$ cat src/rtl/hazard_sched.sv
// Hazard and sequencing controller for the 5-stage MIPS pipeline.
// It handles load-use bubbles, branch/jump squash, MDU front-end stalls and interrupt entry.
module hazard_sched #(
  parameter int unsigned MDU_TIMEOUT = 40,
  parameter int unsigned CNT_W       = 8
) (
  input  logic       clk,
  input  logic       reset,
  input  logic [4:0] id_rs,
  input  logic [4:0] id_rt,
  input  logic       id_uses_rt,
  input  logic       id_jump,
  input  logic       id_mdu_op,
  input  logic       ex_mem_read,
  input  logic [4:0] ex_rt,
  input  logic       ex_branch_taken,
  input  logic       mdu_done,
  input  logic       irq,
  output logic       pc_write,
  output logic       ifid_write,
  output logic       ifid_flush,
  output logic       idex_flush,
  output logic       mdu_start,
  output logic       irq_ack,
  output logic       mdu_timeout,
  output logic       busy
);

  typedef enum logic [1:0] {
    RUN       = 2'd0,
    MDU_WAIT  = 2'd1,
    IRQ_ENTER = 2'd2
  } state_e;

  localparam logic [CNT_W-1:0] CNT_LAST = CNT_W'(MDU_TIMEOUT - 1);

  state_e           state_q, state_d;
  logic [CNT_W-1:0] cnt_q, cnt_d;
  logic             irq_pend_q, irq_pend_d;
  logic             mdu_timeout_q, mdu_timeout_d;

  logic pc_write_c, ifid_write_c, ifid_flush_c, idex_flush_c, mdu_start_c, irq_ack_c;
  logic irq_take, load_use, mdu_release;

  assign load_use = ex_mem_read && (ex_rt != 5'd0) &&
                    ((ex_rt == id_rs) || (id_uses_rt && (ex_rt == id_rt)));

  assign mdu_release = mdu_done || (cnt_q == CNT_LAST);

  always_ff @(posedge clk or negedge reset) begin
    if (!reset) begin
      state_q       <= RUN;
      cnt_q         <= '0;
      irq_pend_q    <= 1'b0;
      mdu_timeout_q <= 1'b0;
    end else begin
      state_q       <= state_d;
      cnt_q         <= cnt_d;
      irq_pend_q    <= irq_pend_d;
      mdu_timeout_q <= mdu_timeout_d;
    end
  end

  always_comb begin
    state_d       = state_q;
    cnt_d         = cnt_q;
    irq_pend_d    = irq_pend_q;
    mdu_timeout_d = mdu_timeout_q;
    pc_write_c    = 1'b0;
    ifid_write_c  = 1'b0;
    ifid_flush_c  = 1'b0;
    idex_flush_c  = 1'b0;
    mdu_start_c   = 1'b0;
    irq_ack_c     = 1'b0;
    irq_take      = 1'b0;

    unique case (state_q)
      RUN: begin
        pc_write_c   = 1'b1;
        ifid_write_c = 1'b1;
        cnt_d        = '0;
        if (ex_branch_taken) begin
          ifid_flush_c = 1'b1;
          idex_flush_c = 1'b1;
        end else if (load_use) begin
          pc_write_c   = 1'b0;
          ifid_write_c = 1'b0;
          idex_flush_c = 1'b1;
        end else if (id_jump) begin
          ifid_flush_c = 1'b1;
        end else if (irq || irq_pend_q) begin
          pc_write_c   = 1'b0;
          ifid_write_c = 1'b0;
          irq_take     = 1'b1;
          state_d      = IRQ_ENTER;
        end else if (id_mdu_op) begin
          mdu_start_c  = 1'b1;
          pc_write_c   = 1'b0;
          ifid_write_c = 1'b0;
          idex_flush_c = 1'b1;
          state_d      = MDU_WAIT;
        end
        // A request shadowed by a higher-priority event is remembered for later.
        if (irq && !irq_take) irq_pend_d = 1'b1;
      end

      MDU_WAIT: begin
        cnt_d = cnt_q + CNT_W'(1);
        if (irq) irq_pend_d = 1'b1;
        if (mdu_release) begin
          pc_write_c   = 1'b1;
          ifid_write_c = 1'b1;
          state_d      = RUN;
          if (!mdu_done) mdu_timeout_d = 1'b1;
        end else begin
          idex_flush_c = 1'b1;
        end
      end

      IRQ_ENTER: begin
        irq_ack_c    = 1'b1;
        pc_write_c   = 1'b1;
        ifid_flush_c = 1'b1;
        idex_flush_c = 1'b1;
        irq_pend_d   = 1'b0;
        state_d      = RUN;
      end

      default: state_d = RUN;
    endcase
  end

  // Reset forces every pipeline control low immediately, independent of the clock.
  assign pc_write    = reset & pc_write_c;
  assign ifid_write  = reset & ifid_write_c;
  assign ifid_flush  = reset & ifid_flush_c;
  assign idex_flush  = reset & idex_flush_c;
  assign mdu_start   = reset & mdu_start_c;
  assign irq_ack     = reset & irq_ack_c;
  assign mdu_timeout = mdu_timeout_q;
  assign busy        = (state_q != RUN);

endmodule

$ cat config.mk
export PLATFORM = sky130hd
export DESIGN_NAME = hazard_sched
export DESIGN_NICKNAME = d
export VERILOG_FILES = /design/src/rtl/hazard_sched.sv
export SDC_FILE = /design/constraint.sdc
export NUM_CORES = 1
export LEC_CHECK = 0
export BUFFER_PORTS_ARGS = -buffer_cell sky130_fd_sc_hd__buf_2
export CAP_MARGIN = 20
export CORE_MARGIN = 2
export CORE_UTILIZATION = 49
export CTS_BUF_LIST = sky130_fd_sc_hd__clkbuf_8 sky130_fd_sc_hd__clkbuf_16
export CTS_CLUSTER_DIAMETER = 50
export DETAILED_ROUTE_END_ITERATION = 16
export HOLD_SLACK_MARGIN = 0.02
export PLACE_DENSITY = 0.85
export SLEW_MARGIN = 20
export SYNTH_ARGS = -nofsm -noshare
export SYNTH_HDL_FRONTEND = slang
export SYNTH_SLANG_ARGS = --single-unit
$ cat constraint.sdc
create_clock -name clk -period 2 [get_ports clk]
set_clock_uncertainty 0.05 [all_clocks]
set_input_delay 0.2 -clock clk [delete_from_list [all_inputs] [get_ports clk]]
set_output_delay 0.2 -clock clk [all_outputs]
set_load 0.1 [all_outputs]
==> results of run 1 <==
[power breakdown]
group	internal (mW)	switching (mW)
combinational	0.538	0.879
sequential	0.292	0.0521
clock	0.132	0.0841
total	0.962	1.02
[area by class of cell]
cell class	count	area share (%)
multi-input combinational	96	50.95
inverter	4	1.189
tap	25	1.981
timing repair buffer	48	24.17
clock buffer	3	2.615
sequential	12	19.10
[worst min path at each step]
stage / start / to / slack, ns / cells after the start
floorplan: reset / cnt_q[0] / -0.15 / 0
global placement: reset / state_q[1] / 0.08 / 1
detailed placement: reset / state_q[1] / 0.08 / 1
CTS: mdu_done / mdu_timeout / 0.31 / 3
global route: ex_mem_read / irq_pend_q / 0.37 / 4
finish: id_jump / irq_pend_q / 0.35 / 4
[metrics by stage]
step / worst slack, ns / area [um2]
floorplan: -0.4899 / 1072
global placement: 0.02708 / 1373
detailed placement: -0.03161 / 1373
CTS: -0.07375 / 1488
global route: -0.2898 / 1579
finish: -0.2024 / 1579
[synth_stat cells (3+ instances only)]
library cell | count | share of area, %
sky130_fd_sc_hd__inv_1 | 4 | 1.6
sky130_fd_sc_hd__o21ai_0 | 9 | 4.8
sky130_fd_sc_hd__nand3_1 | 6 | 3.2
sky130_fd_sc_hd__xnor2_1 | 11 | 10
sky130_fd_sc_hd__a21oi_1 | 6 | 3.2
sky130_fd_sc_hd__o31ai_1 | 5 | 4.0
sky130_fd_sc_hd__dfrtp_1 | 12 | 32
sky130_fd_sc_hd__o211ai_1 | 3 | 2.4
sky130_fd_sc_hd__nor2_1 | 10 | 4.0
sky130_fd_sc_hd__nand2_1 | 11 | 4.4
sky130_fd_sc_hd__ha_1 | 5 | 6.6
sky130_fd_sc_hd__nand4_1 | 3 | 2.0
[kinds of logic (layout without fill, tap and decap cells)]
| logic type | Yosys count | in the layout | share of synthesized area (%) |
|---|---|---|---|
| buffers and inverters | 7 | 55 | 3.571 |
| AND/OR/NAND/NOR | 43 | 43 | 22.62 |
| adder cells (fa/ha/maj) | 5 | 5 | 6.614 |
| AO/OA/AOI/OAI | 37 | 37 | 25.26 |
| flip-flops | 12 | 12 | 31.75 |
| XOR/XNOR | 11 | 11 | 10.18 |
[per-layer routing]
layer | part of all wire [%] | vias up | global-route usage (%)
li1 | - | 523 | -
met1 | 38 | 546 | 36.01
met2 | 53 | 67 | 53.33
met3 | 7.0 | 11 | 7.925
met4 | 2.3 | 0 | 8.108
met5 | 0 | - | 0
[timing repair]
action	CTS	global route
gates resized for setup	4	15
hold buffers	1	0
setup buffers	7	2
setup endpoints to repair	5	7
endpoints found under the hold margin	12	0
pin swaps	3	6
[registers in the layout, summed over array words and instances, names as in the netlist]
signal and count:
irq_pend_q 1, state_q 2, cnt_q 8, mdu_timeout 1
[worst reg2reg max path: cells and delay by family (launching register included)]
family / cells / cell delay (ns)
AND/OR/NAND/NOR: 3 / 0.49
buffers and inverters: 2 / 0.32
adder cells (fa/ha/maj): 1 / 0.20
flip-flops: 1 / 0.35
AO/OA/AOI/OAI: 2 / 0.50
==> qor.yml, run 1 <==
floorplan:
  die_area_um2: 2298
  num_rows: 15
  initial_utilization_pct: 53.62
  fp.dieH_um: 47.94
  floorplan.core_area_um2: 1764
  dieWidth_um: 47.94
  floorplan.io_pins: 32
power:
  powerDensity_nw_per_um2: 1253
  static-leakage-power_nw: 0.6433
  max-vdd-ir-drop_mv: 0.9481
  post-layout-total-power_mw: 1.978
cells_and_area:
  fin_nets: 194
  instances_no_fill: 188
  final.fill_count: 91
  layout.area.seq_um2: 301.5
  layout.cells.most_common: "sky130_fd_sc_hd__buf_2"
  diodes: 0
  drive_above_1_share_pct: 49.69
  multi_input_comb_area_um2: 804.5
  most-common-layout-cells: "sky130_fd_sc_hd__buf_2, sky130_fd_sc_hd__buf_4, sky130_fd_sc_hd__xnor2_1, sky130_fd_sc_hd__nand2_1, sky130_fd_sc_hd__dfrtp_1"
  fin_util_pct: 89.50
  area_delta_synth_final_pct: 66.93
clock_network:
  cts_buffers: 3
  clk_root_buffer_cell: "sky130_fd_sc_hd__clkbuf_8"
  clk_pin_slew_ns: 0.05
  tritoncts: "yes"
  clock_tree.htree_level_count: 1
  clkLatencyLatePin_ns: 0.24
  ctsLongestPathBuffers: 2
  tritoncts_num_sinks: 12
global_routing:
  grt_max_degree: 13
  number_of_global_route_vias_before_repair: 1038
  grt.overflow.total: 0
  wire_length_of_the_first_global_routing_pass_um: 4698
  antenna_violations_before_repair: 0
  global_route_usage_over_all_layers_pct: 30.21
synthesis:
  synthesis.area_per_instance_um2: 8.225
  synth_seq_area_share_pct: 31.75
  synth_instances: 115
  ys.flop_type: "sky130_fd_sc_hd__dfrtp_1"
  synth_edf_count: 0
  synth_area_um2: 945.9
  ys_warn_count: 0
  synth.ff_latch_count: 12
  syn-num-nets: 144
  synth_cell_type_count: 35
  async_flop_share_pct: 100.0
critical_path:
  r2r-end: "state_q[0]"
  timing.critical_path.max_delay_family: "compound AO/OA/AOI/OAI gates"
  critical_path.cell_chain: "ha_2 -> nand4b_1 -> nor4_4 -> o21a_2 -> o21ai_2 -> a21oi_4 -> buf_12"
  type_of_element_capturing_the_critical_path: "output port"
  timing.critical_path.buf_inv: 1
  crit_path_start_kind: "register"
  worst-endpoint-arrival_ns: 1.95
  rrSetupSlack_ns: 0.01
  biggest_fanout_along_the_worst_timing_path: 4
  required_ns: 1.75
  cp_startpoint: "cnt_q[0]"
  worst-setup-path-type: "reg -> out"
  critPathMaxStageDelay_ns: 0.35
  endpoint: "ifid_write"
  worst-path-stages: 7
  slowest_stage: "sky130_fd_sc_hd__dfrtp_1"
  r2r-start: "cnt_q[0]"
  ff2ff_path_depth: 8
sta:
  hold_viol: 0
  post-route-worst-setup-slack_ns: -0.2024
  finalMaxSlewViolations: 0
  unrepaired_setup_endpoints_after_global_routing: "yes"
  min_period_over_period_pct: 110.1
  maximum_frequency_from_static_timing_analysis_ghz: 0.4541
  worst_slew_pin_slew_ns: 0.5990
  slew_headroom_pct: 59.73
  crit_path_time_final_ns: 2.202
  setup_viol: 4
  final.hold.worst_slack_ns: 0.3546
  tns_ns: -0.6276
outcome:
  violations: "negative setup slack"
  run_status: "finished with violations"
detailed_routing:
  initialDrtViolationCount: 63
  drcViolationCount: 0
  route.antenna.remaining_nets: 0
  wire_per_inst_um: 17.81
  vias: 1147
  postRouteWirelength_um: 3349
  avgViaCountPerCell: 6.101
  drt_first_pass_iters: 4
flow_run:
  cap_viol_max_count: 0
placement:
  port-buffer-count: 31
  gp_routability_congestion: 0.7549
  post-place-cells: 175
  dp_hpwl_um: 2148
hold_path:
  worstHoldPathType: "in -> reg"
No activity file was read; power rests on OpenSTA's default activity.
==> inputs of run 2 (changes only) <==
Settings changed: PLACE_DENSITY 0.85 to default, PLACE_DENSITY_LB_ADDON from default to 0.1.
==> run 2 against run 1 <==
The run still ends with negative setup slack left. Routed wire length shrank 11%. Die area is the same. First-iteration DRC count fell by 35%. Register-to-register slack gained 0.16 ns. Utilization fell by 5.1 points. Maximum frequency grew 4.3%. Worst setup slack better by 0.091 ns. Final cell count is 2.7% lower. Critical endpoint is now idex_flush.
==> qor.yml, run 2 (synthesized netlist as in run 1, its figures left out) <==
critical_path:
  path_common_cell: "sky130_fd_sc_hd__inv_2"
  timing.critical_path.max_delay_family: "flip-flops"
  cp_startpoint: "state_q[1]"
  slowest_stage: "sky130_fd_sc_hd__dfrtp_1"
  ff2ff_path_depth: 7  # -1
  rrSetupSlack_ns: 0.17  # +0.16 ns
  worst-path-stages: 7  # unchanged
  r2r-end: "state_q[0]"
  critPathMaxStageDelay_ns: 0.44  # +0.09 ns
  required_ns: 1.75  # about the same
  r2r-start: "cnt_q[0]"
  biggest_fanout_along_the_worst_timing_path: 5  # +1
  endpoint: "idex_flush"
  worst-endpoint-arrival_ns: 1.86  # -0.09 ns
  crit_path_start_kind: "register"
  type_of_element_capturing_the_critical_path: "output port"
  timing.critical_path.buf_inv: 3  # +2
  worst-setup-path-type: "reg -> out"
  critical_path.cell_chain: "inv_2 -> ha_2 -> inv_2 -> nor3_4 -> o31ai_2 -> a31oi_4 -> buf_12"
global_routing:
  antenna_violations_before_repair: 0  # unchanged
  wire_length_of_the_first_global_routing_pass_um: 4505  # -4.1%
  number_of_global_route_vias_before_repair: 1004  # -3.3%
  global_route_usage_over_all_layers_pct: 28.10  # -2.1 points
  grt.overflow.total: 0  # unchanged
  grt_max_degree: 13  # unchanged
clock_network:
  clk_root_buffer_cell: "sky130_fd_sc_hd__clkbuf_8"
  tritoncts: "yes"
  clkLatencyLatePin_ns: 0.24  # about the same
  clock_tree.htree_level_count: 1  # unchanged
  cts_buffers: 3  # unchanged
  tritoncts_num_sinks: 12  # unchanged
  ctsLongestPathBuffers: 2  # unchanged
  clk_pin_slew_ns: 0.05  # about the same
outcome:
  violations: "negative setup slack"
  run_status: "finished with violations"
cells_and_area:
  most-common-layout-cells: "sky130_fd_sc_hd__buf_2, sky130_fd_sc_hd__xnor2_1, sky130_fd_sc_hd__nand2_1, sky130_fd_sc_hd__dfrtp_1, sky130_fd_sc_hd__buf_4"
  largest_register_ffs: 8  # unchanged
  final.fill_count: 117  # +29%
  biggestRegsByFlops: "cnt_q x8, state_q x2"
  layout.cells.most_common: "sky130_fd_sc_hd__buf_2"
  fin_nets: 189  # -2.6%
  max_flop_register: "cnt_q"
  drive_above_1_share_pct: 44.94  # -4.8 points
  instances_no_fill: 183  # -2.7%
  multi_input_comb_area_um2: 758.2  # -5.8%
  layout.area.seq_um2: 301.5  # unchanged
  area_delta_synth_final_pct: 57.41
  diodes: 0  # unchanged
detailed_routing:
  wire_per_inst_um: 16.37  # -8.1%
  route.antenna.remaining_nets: 0  # unchanged
  drt_first_pass_iters: 4  # unchanged
  vias: 1136  # -0.96%
  postRouteWirelength_um: 2996  # -11%
  drcViolationCount: 0  # unchanged
  avgViaCountPerCell: 6.208  # +1.7%
  initialDrtViolationCount: 41  # -35%
sta:
  hold_viol: 0  # unchanged
  min_period_over_period_pct: 105.5  # -4.6 points
  maximum_frequency_from_static_timing_analysis_ghz: 0.4737  # +4.3%
  worst_slew_pin_slew_ns: 0.5521  # -0.04684 ns
  finalMaxSlewViolations: 0  # unchanged
  slew_headroom_pct: 63.07  # +3.3 points
  unrepaired_setup_endpoints_after_global_routing: "yes"
  crit_path_time_final_ns: 2.111  # -0.09139 ns
  post-route-worst-setup-slack_ns: -0.1110  # +0.09139 ns
  setup_viol: 3  # -1
placement:
  port-buffer-count: 31  # unchanged
  dp_hpwl_um: 2095  # -2.5%
  dpl_worst_slack_ns: 0.05900  # +0.09061 ns
  gp_routability_congestion: 0.8294  # +9.9%
  post-place-cells: 174  # -0.57%
flow_run:
  cap_viol_max_count: 0  # unchanged
floorplan:
  floorplan.core_area_um2: 1764  # unchanged
  floorplan.io_pins: 32  # unchanged
  die_area_um2: 2298  # unchanged
  initial_utilization_pct: 53.62  # unchanged
  dieWidth_um: 47.94  # unchanged
  num_rows: 15  # unchanged
  fp.dieH_um: 47.94  # unchanged
power:
  switching_share_pct: 51.37  # about the same
  net-switching-power_mw: 0.9703  # -4.5%
  sequential_power_share_pct: 18.1  # +0.7 points
  power_frac_comb_pct: 70.5  # -1.2 points
  intPower_mw: 0.9184  # -4.6%
  static-leakage-power_nw: 0.6085  # -5.4%
  power.share.clock_pct: 11.4  # +0.5 points
  powerDensity_nw_per_um2: 1268  # +1.3%
  max-vdd-ir-drop_mv: 1.176  # +24%
hold_path:
  worstHoldPathType: "in -> reg"
## run 2: cell count changes in the layout (fill, tap and decap cells not counted), sizes merged
cell  delta
buf      -5
## run 2: power groups by stage
| stage | clock [mW] | sequential, mW | combinational [mW] |
|---|---|---|---|
| floorplan | 0 | 0.331 | 0.874 |
| global placement | 0 | 0.340 | 1.16 |
| detailed placement | 0 | 0.345 | 1.19 |
| CTS | 0.220 | 0.336 | 1.26 |
| global route | 0.231 | 0.347 | 1.40 |
| finish | 0.216 | 0.341 | 1.33 |
## run 2: worst min-delay path by stage
| stage | startpoint | end | slack, ns | cells past startpoint |
|---|---|---|---|---|
| finish | mdu_done | mdu_timeout | 0.32 | 3 |
| CTS | mdu_done | mdu_timeout | 0.31 | 3 |
| detailed placement | reset | state_q[0] | 0.09 | 1 |
| floorplan | reset | cnt_q[0] | -0.15 | 0 |
| global placement | reset | state_q[0] | 0.08 | 1 |
| global route | mdu_done | mdu_timeout | 0.32 | 3 |
## run 2: metrics by stage
step / hold slack [ns] / cell area [um2] / util [%] / total power, mW / TNS, ns
after floorplan: -0.1456 / 1072 / - / 1.205 / -1.358
after global placement: 0.07705 / 1365 / 77.38 / 1.501 / 0
after detailed placement: 0.08764 / 1365 / 77.38 / 1.531 / 0
after CTS: 0.3053 / 1458 / 82.62 / 1.820 / -0.1161
after global routing: 0.3250 / 1489 / 84.40 / 1.983 / -0.4292
final: 0.3208 / 1489 / 84.40 / 1.889 / -0.1800
## run 2: worst register-to-register path: stages, from the launching register on
cell and delay [ns]:
sky130_fd_sc_hd__dfrtp_1 0.35, sky130_fd_sc_hd__ha_2 0.20, sky130_fd_sc_hd__nand4b_1 0.14, sky130_fd_sc_hd__nor4_4 0.19, sky130_fd_sc_hd__buf_4 0.18, sky130_fd_sc_hd__nor3_4 0.05
sky130_fd_sc_hd__a2111oi_0 0.43, sky130_fd_sc_hd__a311o_1 0.19
## run 2: what timing repair did
item,in CTS,in global routing
hold buffers,1,0
buffers inserted,5,0
endpoints found under the hold margin,12,0
resized for setup,2,8
endpoints found under the setup margin,3,7
pin swaps,4,1
## run 2: per-layer routing
layer,vias to the layer above,track usage (%),routed length [um]
met1,553,35.25,1238
met5,-,0,0
met2,64,49.87,1506
li1,515,-,-
met3,4,5.660,235
met4,0,5.405,14
## run 2: area by class of cell
type / instances / area share [%]
clock buffer: 3 / 2.773
inverter: 4 / 1.261
multi-input combinational: 96 / 50.92
sequential: 12 / 20.25
tap: 25 / 2.101
timing repair buffer: 43 / 22.69
